**src/rtl/multicycle_control_fsm_pkg.sv**
```systemverilog
// Shared encodings for the multicycle controller: opcodes, FSM states and
// datapath select values. The execute stage and the regfile use the same constants.
package multicycle_control_fsm_pkg;

    // Opcodes held in instr[15:12]
    localparam logic [3:0] OP_ADD  = 4'b0000;
    localparam logic [3:0] OP_SUB  = 4'b0001;
    localparam logic [3:0] OP_ADDI = 4'b0010;
    localparam logic [3:0] OP_LW   = 4'b0011;
    localparam logic [3:0] OP_SW   = 4'b0100;
    localparam logic [3:0] OP_BEQ  = 4'b0101;
    localparam logic [3:0] OP_BGT  = 4'b0110;
    localparam logic [3:0] OP_JAL  = 4'b0111;

    // ALU input A select
    localparam logic       ALUIN1_PC   = 1'b0;
    localparam logic       ALUIN1_A    = 1'b1;

    // ALU input B select
    localparam logic [1:0] ALUIN2_B    = 2'b00;
    localparam logic [1:0] ALUIN2_TWO  = 2'b01;
    localparam logic [1:0] ALUIN2_IMM  = 2'b10;
    localparam logic [1:0] ALUIN2_ZERO = 2'b11;

    // ALU operation
    localparam logic       ALUOP_ADD   = 1'b0;
    localparam logic       ALUOP_SUB   = 1'b1;

    // Register write-back source
    localparam logic [1:0] WB_ALU      = 2'b00;
    localparam logic [1:0] WB_MEM      = 2'b01;
    localparam logic [1:0] WB_PC       = 2'b10;

    // Memory address source
    localparam logic       IORD_PC     = 1'b0;
    localparam logic       IORD_ALU    = 1'b1;

    typedef enum logic [2:0] {
        ST_IDLE   = 3'd0,
        ST_FETCH  = 3'd1,
        ST_DECODE = 3'd2,
        ST_EXEC   = 3'd3,
        ST_MEM    = 3'd4,
        ST_WB     = 3'd5,
        ST_BRANCH = 3'd6,
        ST_HALT   = 3'd7
    } state_e;

    // Legal opcodes occupy 0000-0111; anything with instr[15] set is illegal
    function automatic logic is_legal_op(input logic [3:0] op);
        return (op[3] == 1'b0);
    endfunction

endpackage

```
**src/rtl/multicycle_control_fsm_if.sv**
```systemverilog
// Control/status bundle between the multicycle controller (master) and the
// datapath/memory side (slave).
interface multicycle_control_fsm_if #(
    parameter int CNT_W = 16
);
    logic             run;
    logic [15:0]      instr;
    logic             zero;
    logic             pos;
    logic             mem_ready;
    logic             aluin1;
    logic [1:0]       aluin2;
    logic             aluop;
    logic             pc_write;
    logic             ir_write;
    logic             reg_write;
    logic [1:0]       wb_sel;
    logic             mem_req;
    logic             mem_we;
    logic             iord;
    logic             halted;
    logic             fault;
    logic [CNT_W-1:0] retired;

    modport master (
        input  run, instr, zero, pos, mem_ready,
        output aluin1, aluin2, aluop, pc_write, ir_write, reg_write,
               wb_sel, mem_req, mem_we, iord, halted, fault, retired
    );

    modport slave (
        output run, instr, zero, pos, mem_ready,
        input  aluin1, aluin2, aluop, pc_write, ir_write, reg_write,
               wb_sel, mem_req, mem_we, iord, halted, fault, retired
    );
endinterface

```
**src/rtl/multicycle_control_fsm_mem_wait_timer.sv**
```systemverilog
// Counts cycles spent waiting on memory. limit_hit flags the cycle on which
// the wait would reach MEM_TIMEOUT, so the controller can leave that same cycle.
module multicycle_control_fsm_mem_wait_timer #(
    parameter int MEM_TIMEOUT = 16
) (
    input  logic clk,
    input  logic rst,
    input  logic clear,
    input  logic count_en,
    output logic limit_hit
);
    localparam int TW = (MEM_TIMEOUT < 2) ? 1 : $clog2(MEM_TIMEOUT + 1);
    localparam logic [TW-1:0] LIMIT_M1 = TW'(MEM_TIMEOUT - 1);

    logic [TW-1:0] count_r;

    // Wait counter: cleared on entry to a memory-wait state, advances while stalled
    always_ff @(posedge clk or posedge rst) begin
        if (rst) begin
            count_r <= '0;
        end else if (clear) begin
            count_r <= '0;
        end else if (count_en) begin
            count_r <= count_r + TW'(1);
        end else begin
            count_r <= count_r;
        end
    end

    // The current stalled cycle is the MEM_TIMEOUT-th one
    always_comb begin
        limit_hit = count_en && (count_r == LIMIT_M1);
    end
endmodule

```
**src/rtl/multicycle_control_fsm.sv**
```systemverilog
// Multicycle instruction sequencer for the 16-bit execute datapath: steps each
// instruction through fetch/decode/execute/memory/write-back/branch, waits on a
// variable-latency memory with a timeout, and counts retired instructions.
module multicycle_control_fsm
    import multicycle_control_fsm_pkg::*;
#(
    parameter int MEM_TIMEOUT = 16,
    parameter int CNT_W       = 16
) (
    input  logic                    clk,
    input  logic                    rst,
    multicycle_control_fsm_if.master bus
);
    state_e           state_r;
    state_e           state_next_s;
    logic             zflag_r;
    logic             pflag_r;
    logic [CNT_W-1:0] retired_r;
    logic             halted_r;
    logic             fault_r;

    logic [3:0]       opcode_s;
    logic             unused_instr_s;
    logic             aluin1_s;
    logic [1:0]       aluin2_s;
    logic             aluop_s;
    logic             pc_write_s;
    logic             ir_write_s;
    logic             reg_write_s;
    logic [1:0]       wb_sel_s;
    logic             mem_req_s;
    logic             mem_we_s;
    logic             iord_s;
    logic             retire_s;
    logic             flag_load_s;
    logic             timeout_s;
    logic             timer_clear_s;
    logic             timer_en_s;
    logic             limit_hit_s;

    assign opcode_s       = bus.instr[15:12];
    assign unused_instr_s = ^bus.instr[11:0];

    multicycle_control_fsm_mem_wait_timer #(
        .MEM_TIMEOUT (MEM_TIMEOUT)
    ) u_timer (
        .clk       (clk),
        .rst       (rst),
        .clear     (timer_clear_s),
        .count_en  (timer_en_s),
        .limit_hit (limit_hit_s)
    );

    // Timer restarts whenever a memory-wait state is freshly entered
    always_comb begin
        timer_en_s    = mem_req_s && !bus.mem_ready;
        timer_clear_s = ((state_next_s == ST_FETCH) || (state_next_s == ST_MEM))
                        && (state_next_s != state_r);
    end

    // Next-state and Moore control decode from state and opcode
    always_comb begin
        state_next_s = state_r;
        aluin1_s     = ALUIN1_PC;
        aluin2_s     = ALUIN2_B;
        aluop_s      = ALUOP_ADD;
        pc_write_s   = 1'b0;
        ir_write_s   = 1'b0;
        reg_write_s  = 1'b0;
        wb_sel_s     = WB_ALU;
        mem_req_s    = 1'b0;
        mem_we_s     = 1'b0;
        iord_s       = IORD_PC;
        retire_s     = 1'b0;
        flag_load_s  = 1'b0;
        timeout_s    = 1'b0;

        case (state_r)
            ST_IDLE: begin
                if (bus.run) begin
                    state_next_s = ST_FETCH;
                end else begin
                    state_next_s = ST_IDLE;
                end
            end
            ST_FETCH: begin
                mem_req_s = 1'b1;
                iord_s    = IORD_PC;
                if (bus.mem_ready) begin
                    ir_write_s   = 1'b1;
                    pc_write_s   = 1'b1;
                    aluin1_s     = ALUIN1_PC;
                    aluin2_s     = ALUIN2_TWO;
                    aluop_s      = ALUOP_ADD;
                    state_next_s = ST_DECODE;
                end else if (limit_hit_s) begin
                    timeout_s    = 1'b1;
                    state_next_s = ST_HALT;
                end else begin
                    state_next_s = ST_FETCH;
                end
            end
            ST_DECODE: begin
                if (is_legal_op(opcode_s)) begin
                    state_next_s = ST_EXEC;
                end else begin
                    state_next_s = ST_HALT;
                end
            end
            ST_EXEC: begin
                case (opcode_s)
                    OP_ADD: begin
                        aluin1_s = ALUIN1_A; aluin2_s = ALUIN2_B; aluop_s = ALUOP_ADD;
                        state_next_s = ST_WB;
                    end
                    OP_SUB: begin
                        aluin1_s = ALUIN1_A; aluin2_s = ALUIN2_B; aluop_s = ALUOP_SUB;
                        state_next_s = ST_WB;
                    end
                    OP_ADDI: begin
                        aluin1_s = ALUIN1_A; aluin2_s = ALUIN2_IMM; aluop_s = ALUOP_ADD;
                        state_next_s = ST_WB;
                    end
                    OP_LW, OP_SW: begin
                        aluin1_s = ALUIN1_A; aluin2_s = ALUIN2_IMM; aluop_s = ALUOP_ADD;
                        state_next_s = ST_MEM;
                    end
                    OP_BEQ, OP_BGT: begin
                        aluin1_s = ALUIN1_A; aluin2_s = ALUIN2_B; aluop_s = ALUOP_SUB;
                        flag_load_s  = 1'b1;
                        state_next_s = ST_BRANCH;
                    end
                    OP_JAL: begin
                        reg_write_s  = 1'b1;
                        wb_sel_s     = WB_PC;
                        state_next_s = ST_BRANCH;
                    end
                    default: begin
                        state_next_s = ST_HALT;
                    end
                endcase
            end
            ST_MEM: begin
                mem_req_s = 1'b1;
                iord_s    = IORD_ALU;
                mem_we_s  = (opcode_s == OP_SW);
                if (bus.mem_ready) begin
                    if (opcode_s == OP_SW) begin
                        retire_s     = 1'b1;
                        state_next_s = ST_FETCH;
                    end else begin
                        state_next_s = ST_WB;
                    end
                end else if (limit_hit_s) begin
                    timeout_s    = 1'b1;
                    state_next_s = ST_HALT;
                end else begin
                    state_next_s = ST_MEM;
                end
            end
            ST_WB: begin
                reg_write_s  = 1'b1;
                wb_sel_s     = (opcode_s == OP_LW) ? WB_MEM : WB_ALU;
                retire_s     = 1'b1;
                state_next_s = ST_FETCH;
            end
            ST_BRANCH: begin
                aluin1_s = ALUIN1_PC;
                aluin2_s = ALUIN2_IMM;
                aluop_s  = ALUOP_ADD;
                if (opcode_s == OP_BEQ) begin
                    pc_write_s = zflag_r;
                end else if (opcode_s == OP_BGT) begin
                    pc_write_s = pflag_r;
                end else begin
                    pc_write_s = 1'b1;
                end
                retire_s     = 1'b1;
                state_next_s = ST_FETCH;
            end
            ST_HALT: begin
                state_next_s = ST_HALT;
            end
            default: begin
                state_next_s = ST_IDLE;
            end
        endcase
    end

    // State register, branch flags, retire counter and sticky status
    always_ff @(posedge clk or posedge rst) begin
        if (rst) begin
            state_r   <= ST_IDLE;
            zflag_r   <= 1'b0;
            pflag_r   <= 1'b0;
            retired_r <= '0;
            halted_r  <= 1'b0;
            fault_r   <= 1'b0;
        end else begin
            state_r <= state_next_s;
            if (flag_load_s) begin
                zflag_r <= bus.zero;
                pflag_r <= bus.pos;
            end else begin
                zflag_r <= zflag_r;
                pflag_r <= pflag_r;
            end
            if (retire_s) begin
                retired_r <= retired_r + CNT_W'(1);
            end else begin
                retired_r <= retired_r;
            end
            halted_r <= halted_r || (state_next_s == ST_HALT);
            fault_r  <= fault_r || timeout_s;
        end
    end

    assign bus.aluin1    = aluin1_s;
    assign bus.aluin2    = aluin2_s;
    assign bus.aluop     = aluop_s;
    assign bus.pc_write  = pc_write_s;
    assign bus.ir_write  = ir_write_s;
    assign bus.reg_write = reg_write_s;
    assign bus.wb_sel    = wb_sel_s;
    assign bus.mem_req   = mem_req_s;
    assign bus.mem_we    = mem_we_s;
    assign bus.iord      = iord_s;
    assign bus.halted    = halted_r;
    assign bus.fault     = fault_r;
    assign bus.retired   = retired_r;
endmodule

```
**src/flat_wrapper.sv**
```systemverilog
// flat-port wrapper written by rule: the top's interface ports become plain ports
module multicycle_control_fsm_flat import multicycle_control_fsm_pkg::*;
#(
    parameter int MEM_TIMEOUT = 16,
    parameter int CNT_W       = 16
)
  (clk, rst, bus_run, bus_instr, bus_zero, bus_pos, bus_mem_ready, bus_aluin1, bus_aluin2, bus_aluop, bus_pc_write, bus_ir_write, bus_reg_write, bus_wb_sel, bus_mem_req, bus_mem_we, bus_iord, bus_halted, bus_fault, bus_retired);
  multicycle_control_fsm_if #(.CNT_W(CNT_W)) bus_i ();
  input  logic clk;
  input  logic rst;
  input wire logic [$bits(bus_i.run)-1:0] bus_run;
  input wire logic [$bits(bus_i.instr)-1:0] bus_instr;
  input wire logic [$bits(bus_i.zero)-1:0] bus_zero;
  input wire logic [$bits(bus_i.pos)-1:0] bus_pos;
  input wire logic [$bits(bus_i.mem_ready)-1:0] bus_mem_ready;
  output wire logic [$bits(bus_i.aluin1)-1:0] bus_aluin1;
  output wire logic [$bits(bus_i.aluin2)-1:0] bus_aluin2;
  output wire logic [$bits(bus_i.aluop)-1:0] bus_aluop;
  output wire logic [$bits(bus_i.pc_write)-1:0] bus_pc_write;
  output wire logic [$bits(bus_i.ir_write)-1:0] bus_ir_write;
  output wire logic [$bits(bus_i.reg_write)-1:0] bus_reg_write;
  output wire logic [$bits(bus_i.wb_sel)-1:0] bus_wb_sel;
  output wire logic [$bits(bus_i.mem_req)-1:0] bus_mem_req;
  output wire logic [$bits(bus_i.mem_we)-1:0] bus_mem_we;
  output wire logic [$bits(bus_i.iord)-1:0] bus_iord;
  output wire logic [$bits(bus_i.halted)-1:0] bus_halted;
  output wire logic [$bits(bus_i.fault)-1:0] bus_fault;
  output wire logic [$bits(bus_i.retired)-1:0] bus_retired;
  assign bus_i.run = bus_run;
  assign bus_i.instr = bus_instr;
  assign bus_i.zero = bus_zero;
  assign bus_i.pos = bus_pos;
  assign bus_i.mem_ready = bus_mem_ready;
  assign bus_aluin1 = bus_i.aluin1;
  assign bus_aluin2 = bus_i.aluin2;
  assign bus_aluop = bus_i.aluop;
  assign bus_pc_write = bus_i.pc_write;
  assign bus_ir_write = bus_i.ir_write;
  assign bus_reg_write = bus_i.reg_write;
  assign bus_wb_sel = bus_i.wb_sel;
  assign bus_mem_req = bus_i.mem_req;
  assign bus_mem_we = bus_i.mem_we;
  assign bus_iord = bus_i.iord;
  assign bus_halted = bus_i.halted;
  assign bus_fault = bus_i.fault;
  assign bus_retired = bus_i.retired;
  multicycle_control_fsm #(.MEM_TIMEOUT(MEM_TIMEOUT), .CNT_W(CNT_W)) u_core (.clk(clk), .rst(rst), .bus(bus_i));
endmodule
```
**config.mk**
```make
export PLATFORM = sky130hd
export DESIGN_NAME = multicycle_control_fsm_flat
export DESIGN_NICKNAME = d
export VERILOG_FILES = /design/src/rtl/multicycle_control_fsm_pkg.sv /design/src/rtl/multicycle_control_fsm_if.sv /design/src/rtl/multicycle_control_fsm_mem_wait_timer.sv /design/src/rtl/multicycle_control_fsm.sv /design/src/flat_wrapper.sv
export SDC_FILE = /design/constraint.sdc
export NUM_CORES = 1
export LEC_CHECK = 0
export ABC_AREA = 1
export BUFFER_PORTS_ARGS = -buffer_cell sky130_fd_sc_hd__buf_2
export CORE_MARGIN = 5
export CORE_UTILIZATION = 52
export DETAILED_ROUTE_END_ITERATION = 16
export PLACE_DENSITY_LB_ADDON = 0.1
export SLEW_MARGIN = 5
export SYNTH_ARGS = -nofsm -noshare
export SYNTH_HDL_FRONTEND = slang
export SYNTH_SLANG_ARGS = --single-unit
```
**constraint.sdc**
```tcl
create_clock -name clk -period 1.8 [get_ports clk]
set_input_delay 0.36 -clock clk [delete_from_list [all_inputs] [get_ports clk]]
set_output_delay 0.36 -clock clk [all_outputs]
set_load 0.01 [all_outputs]
```
==> metrics.yaml, run 1 <==
timing:
  setup-tns-final_ns: 0
  fmax_ghz: 0.565
  hold_viol_final: 0
  holdWs_ns: 0.0582
  rsz0062_at_grt: "yes"
  min_period_ns: 1.77
  skew_ns: 0.0142
  relSlewSlack: 0.769
  finalCritPeriodShare: 0.984
  maxSlewViolCount: 0
  setup_viol: 0
  tightest_slew_ns: 0.343
route:
  avgRoutedWirePerCell_um: 12.0
  drc: 0
  drt_pre_antenna_iters: 4
  vias: 1698
  final_antenna_net_count: 0
  via_per_inst: 5.04
  drt_iter0_markers: 100
  finalWirelength_um: 4050
placed_design:
  place.gp.congestion: 0.841
  placed_cell_area_um2: 2090
  numPortBuffers: 39
  place_hpwl_um: 3060
  place_inst: 326
die:
  io_pins: 52
  row_count: 21
  core_um2: 3360
  die_h_um: 69.3
  die_w_um: 69.3
  start_util: 0.544
  dieArea_um2: 4800
cts:
  cts_tree: "done"
  clock_latency_ns: 0.33
  cts_root_buffer: "clkbuf_4"
  cts.path.max_buffers: 2
  clock-sinks: 28
  cts_made_buffers: 3
  clk_pin_slew_ns: 0.15
  cts_max_level: 1
  cts-hold-fix-buffers: 0
setup_path:
  cp.required_ns: 1.44
  rr_startpoint: "u_core.u_timer.count_r[1]"
  cpMaxStageDelayCell: "dfrtp_2"
  path_max_fanout: 5
  worstPathArrival_ns: 1.41
  cp-startpoint: "u_core.state_r[1]"
  crit_path_start_kind: "flip-flop"
  cp_cell_sequence: "nand2_2, nor2_4, nand3_1, o21ai_2, buf_2"
  endpoint_kind: "output port"
  worstSetupPathType: "flip-flop to output port"
  slowest_delay_ns: 0.45
layout:
  n_antenna_cell: 0
  area_delta_synth_final_pct: 23.3
  nets: 317
  fin_area_um2: 2250
  drive_above_1_share: 0.354
  layout.cells.non_filler: 337
power:
  powerDensity_nw_per_um2: 1440
  p_leak_uw: 0.00118
  ir_drop_uv: 815
  power_uw: 3250
grt:
  top_usage_layer: "met2"
  grt_use_met2: 0.298
  grt_pass1_wl_um: 6970
  use_met1: 0.210
  antenna_found_initial: 0
  grt_max_degree: 29
  grt-ovfl-total: 0
  grt_pass1_vias: 1620
  grt_use_met3: 0.0406
  grt_use_total: 0.174
synth:
  netlist.area_leader.share: 0.383
  yosysMostFrequentCell: "nand2_1"
  synth_largest_area_cell: "dfrtp_1"
  ys_types: 30
  synth_edf_count: 0
  synth_warnings: 0
  avgSynthCellArea_um2: 7.65
  ys.flop_type: "dfrtp_1"
  ys_seq_area_frac: 0.383
  ys_seq_elements: 28
  synth_nets: 264
  syn_inst: 239
  synthesis.area_um2: 1830
  yosys-top-cells-area: "dfrtp_1, nand2_1, inv_1, xor2_1, nor2_1"
  synthArstFlopShare: 1.00
  synth_common_cells: "nand2_1, inv_1, dfrtp_1, nor2_1, nand3_1"
job:
  maxCapViolations: 0
hold_path:
  hold_class: "input pin to async pin"
outcome:
  status: "complete, no violations"
-- timing repair --
action / 4_1_cts / 5_1_grt
buffers inserted: 4 / 3
endpoints found under the setup margin: 9 / 14
gates resized for setup: 5 / 18
pin swaps: 1 / 4
gates cloned: 0 / 0
-- flip-flops by register name (all words and copies together) (netlist names) --
register and count:
u_core.zflag_r 1, u_core.bus.fault 1, u_core.state_r 3, u_core.bus.halted 1
u_core.u_timer.count_r 5, u_core.bus.retired 16, u_core.pflag_r 1
-- worst max-delay path: cells and delay by family (launching register included) --
family,cells,cell delay (ns)
AOI/OAI and AO/OA,1,0.14
buffers and inverters,1,0.14
DFF,1,0.45
and+or+nand+nor,3,0.35
-- cell type report --
class                      instances  area (um^2)
tap                               46         57.6
fill                             350         1110
sequential                        28          704
timing repair buffer              51          285
multi-input combinational        173         1020
clock inverter                     1         30.0
clock buffer                       3         22.5
inverter                          35          136
-- through the flow --
step | util | worst slack (ns)
6_report | 0.670 | 0.0289
5_1_grt | 0.670 | -0.0654
4_1_cts | 0.650 | -0.0414
3_5_place_dp | 0.621 | 0.0520
3_3_place_gp | 0.621 | 0.0809
2_1_floorplan | - | 0.187
-- power by group --
part	switching, uW	leakage (uW)	internal, uW	total [uW]
combinational	1100	0.000802	703	1810
clock	180	0.0000279	225	405
sequential	211	0.000353	827	1040
-- worst paths after layout --
check	end	slack, ns	cells after the start
max	bus_aluin2[1]	0.03	5
max in group asynchronous	u_core.state_r[0]	1.44	3
min in group clk	u_core.zflag_r	0.27	2
max reg2reg	u_core.u_timer.count_r[1]	0.09	13
min reg2reg	u_core.bus.halted	0.48	1
min	u_core.bus.retired[13]	0.06	3
-- cells in the final DEF, fill, tap and decap left out, types with 4 or more instances in the layout --
| master | n |
|---|---|
| nand2_1 | 55 |
| buf_2 | 39 |
| inv_1 | 27 |
| dfrtp_1 | 25 |
| nor2_1 | 20 |
| nand3_1 | 15 |
| buf_4 | 12 |
| xor2_1 | 10 |
| nand2_2 | 8 |
| nor2_2 | 8 |
| o21ai_1 | 8 |
| inv_2 | 7 |
| xnor2_1 | 7 |
| nand4_1 | 6 |
| a21oi_1 | 5 |
| nor3_1 | 4 |
-- logic make-up (layout without fill, tap and decap cells) --
kind of cell    Yosys count  after routing  synth area share
fa+ha+maj                 3              3            0.0205
buf+inv                  38             90            0.0910
xor+xnor                 17             17            0.0814
mux                       2              2            0.0123
compound gates           20             20            0.0588
simple gates            131            131             0.353
flops                    28             28             0.383
-- layer usage --
metal | vias up | routed length (um) | part of all wire
met5 | - | 0 | 0
met4 | 0 | 81 | 0.020
met3 | 8 | 216 | 0.053
met2 | 46 | 2010 | 0.50
met1 | 781 | 1740 | 0.43
li1 | 863 | - | -
Note: power is estimated with default switching activity, not from simulation.
==> inputs of run 2 (changes only) <==
Settings changed: CORE_UTILIZATION 52 to 30, PLACE_DENSITY set to 0.48, PLACE_DENSITY_LB_ADDON 0.1 to unset.
==> run 2 against run 1 <==
Compared with the run above:
- critical path depth decreased by 1
- routed wire length increased by 4.5%
- highest routed layer unchanged
- first-iteration DRC count decreased by 65%
- cell count increased by 8.0%
- clock power decreased by 3%
- setup slack improved by 0.047 ns
- sequential share of layout area decreased by 0.63 points
==> metrics.yaml, run 2 (same netlist as run 1, synthesis figures left out) <==
die:
  die_h_um: 88.1  # +27%
  start_util: 0.309  # -0.235
  die_w_um: 88.1  # +27%
  core_um2: 5920  # +76%
  row_count: 28  # +33%
  io_pins: 52  # unchanged
  dieArea_um2: 7760  # +62%
setup_path:
  rr_startpoint: "u_core.u_timer.count_r[1]"
  crit_family: "flip-flops"
  endpoint_kind: "output port"
  slowest_delay_ns: 0.51  # +0.06 ns
  path_buf_inv: 2  # +1
  cp_cell_sequence: "inv_6, nand3_2, nor2_2, buf_2"
  worstSetupPathType: "flip-flop to output port"
  cp.required_ns: 1.44  # about the same
  cp-startpoint: "u_core.state_r[2]"
  cpMaxStageDelayCell: "dfrtp_2"
  crit_path_start_kind: "flip-flop"
  path_max_fanout: 7  # +2
  worstPathArrival_ns: 1.36  # -0.05 ns
placed_design:
  numPortBuffers: 39  # unchanged
  place.gp.congestion: 0.768  # -8.7%
  place_hpwl_um: 3260  # +6.5%
  place_inst: 354  # +8.6%
  placed_cell_area_um2: 2120  # +1.4%
grt:
  antenna_found_initial: 0  # unchanged
  grt_use_total: 0.117  # -0.0570
  grt-ovfl-total: 0  # unchanged
  grt_pass1_wl_um: 7290  # +4.6%
  grt_max_degree: 29  # unchanged
  grt_pass1_vias: 1620  # unchanged
power:
  ir_drop_uv: 558  # -32%
  p_leak_uw: 0.00117  # -1.2%
  power_uw: 3250  # -0.12%
  powerDensity_nw_per_um2: 1410  # -2.1%
cts:
  clock_latency_ns: 0.27  # -0.06 ns
  cts_max_level: 1  # unchanged
  cts.path.max_buffers: 2  # unchanged
  cts_root_buffer: "clkbuf_8"
  cts_made_buffers: 3  # unchanged
  clock-sinks: 28  # unchanged
  clk_pin_slew_ns: 0.10  # -0.05 ns
  cts-hold-fix-buffers: 0  # unchanged
  cts_tree: "done"
outcome:
  status: "complete, no violations"
layout:
  layout.cells.non_filler: 364  # +8.0%
  drive_above_1_share: 0.367  # +0.0128
  final_common_cell: "nand2_1"
  fin_area_um2: 2300  # +2.1%
  largest_reg_flops: 16  # unchanged
  area_delta_synth_final_pct: 25.8
  final_cell_mix: "nand2_1, buf_2, inv_1"
  nets: 315  # -0.63%
  n_antenna_cell: 0  # unchanged
route:
  vias: 1651  # -2.8%
  via_per_inst: 4.54  # -10%
  drt_iter0_markers: 35  # -65%
  finalWirelength_um: 4230  # +4.5%
  drt_pre_antenna_iters: 4  # unchanged
  avgRoutedWirePerCell_um: 11.6  # -3.3%
  drc: 0  # unchanged
  final_antenna_net_count: 0  # unchanged
timing:
  setup-tns-final_ns: 0  # unchanged
  tightest_slew_ns: 0.390  # +0.0466 ns
  rsz0062_at_grt: "yes"
  min_period_ns: 1.72  # -0.0468 ns
  hold_viol_final: 0  # unchanged
  skew_ns: 0.0102  # -0.00396 ns
  setup_viol: 0  # unchanged
  relSlewSlack: 0.738  # -0.0314
  finalCritPeriodShare: 0.958  # -0.0260
  fmax_ghz: 0.580  # +2.7%
  maxSlewViolCount: 0  # unchanged
job:
  maxCapViolations: 0  # unchanged
hold_path:
  hold_class: "input pin to async pin"
run 2: metrics by stage:
step	hold WS, ns	worst slack (ns)	utilization
after floorplan	0.425	0.187	-
after global routing	0.163	-0.0375	0.389
after detailed placement	0.456	0.0215	0.358
after global placement	0.452	0.0300	0.358
final	0.134	0.0756	0.389
after CTS	0.143	0.00944	0.369
run 2: area by class of cell:
type	count	area, um^2
tap	75	93.8
sequential	28	704
clock buffer	4	55.1
inverter	35	139
fill	625	3620
multi-input combinational	173	1040
timing repair buffer	49	270
run 2: metal layers:
layer	global-route usage	vias up	share of wire
met5	0	-	0
met4	0.0398	0	0.013
met3	0.0198	4	0.053
li1	-	858	-
met2	0.201	31	0.47
met1	0.148	758	0.47
run 2: final timing paths:
kind,to,slack (ns),depth (start not counted)
max,bus_aluin2[0],0.08,4
min,u_core.bus.fault,0.13,3
max reg2reg,u_core.u_timer.count_r[2],0.09,11
min reg2reg,u_core.bus.fault,0.48,1
max in group asynchronous,u_core.state_r[0],1.36,3
min in group clk,u_core.pflag_r,0.32,2
run 2: tightest hold or removal path, delay by kind of cell:
kind	cells	cell delay, ns
buf+inv	3	0.47
run 2: timing repair:
action	in CTS	in global routing
endpoints found under the hold margin	0	0
gates resized for setup	4	23
endpoints found under the setup margin	7	8
pin swaps	0	9
setup buffers	1	5
run 2: power by group:
part	switching, uW	internal (uW)	leakage [uW]
logic	1100	691	0.000787
registers	238	828	0.000353
clock network	196	196	0.0000288
total	1530	1710	0.00117
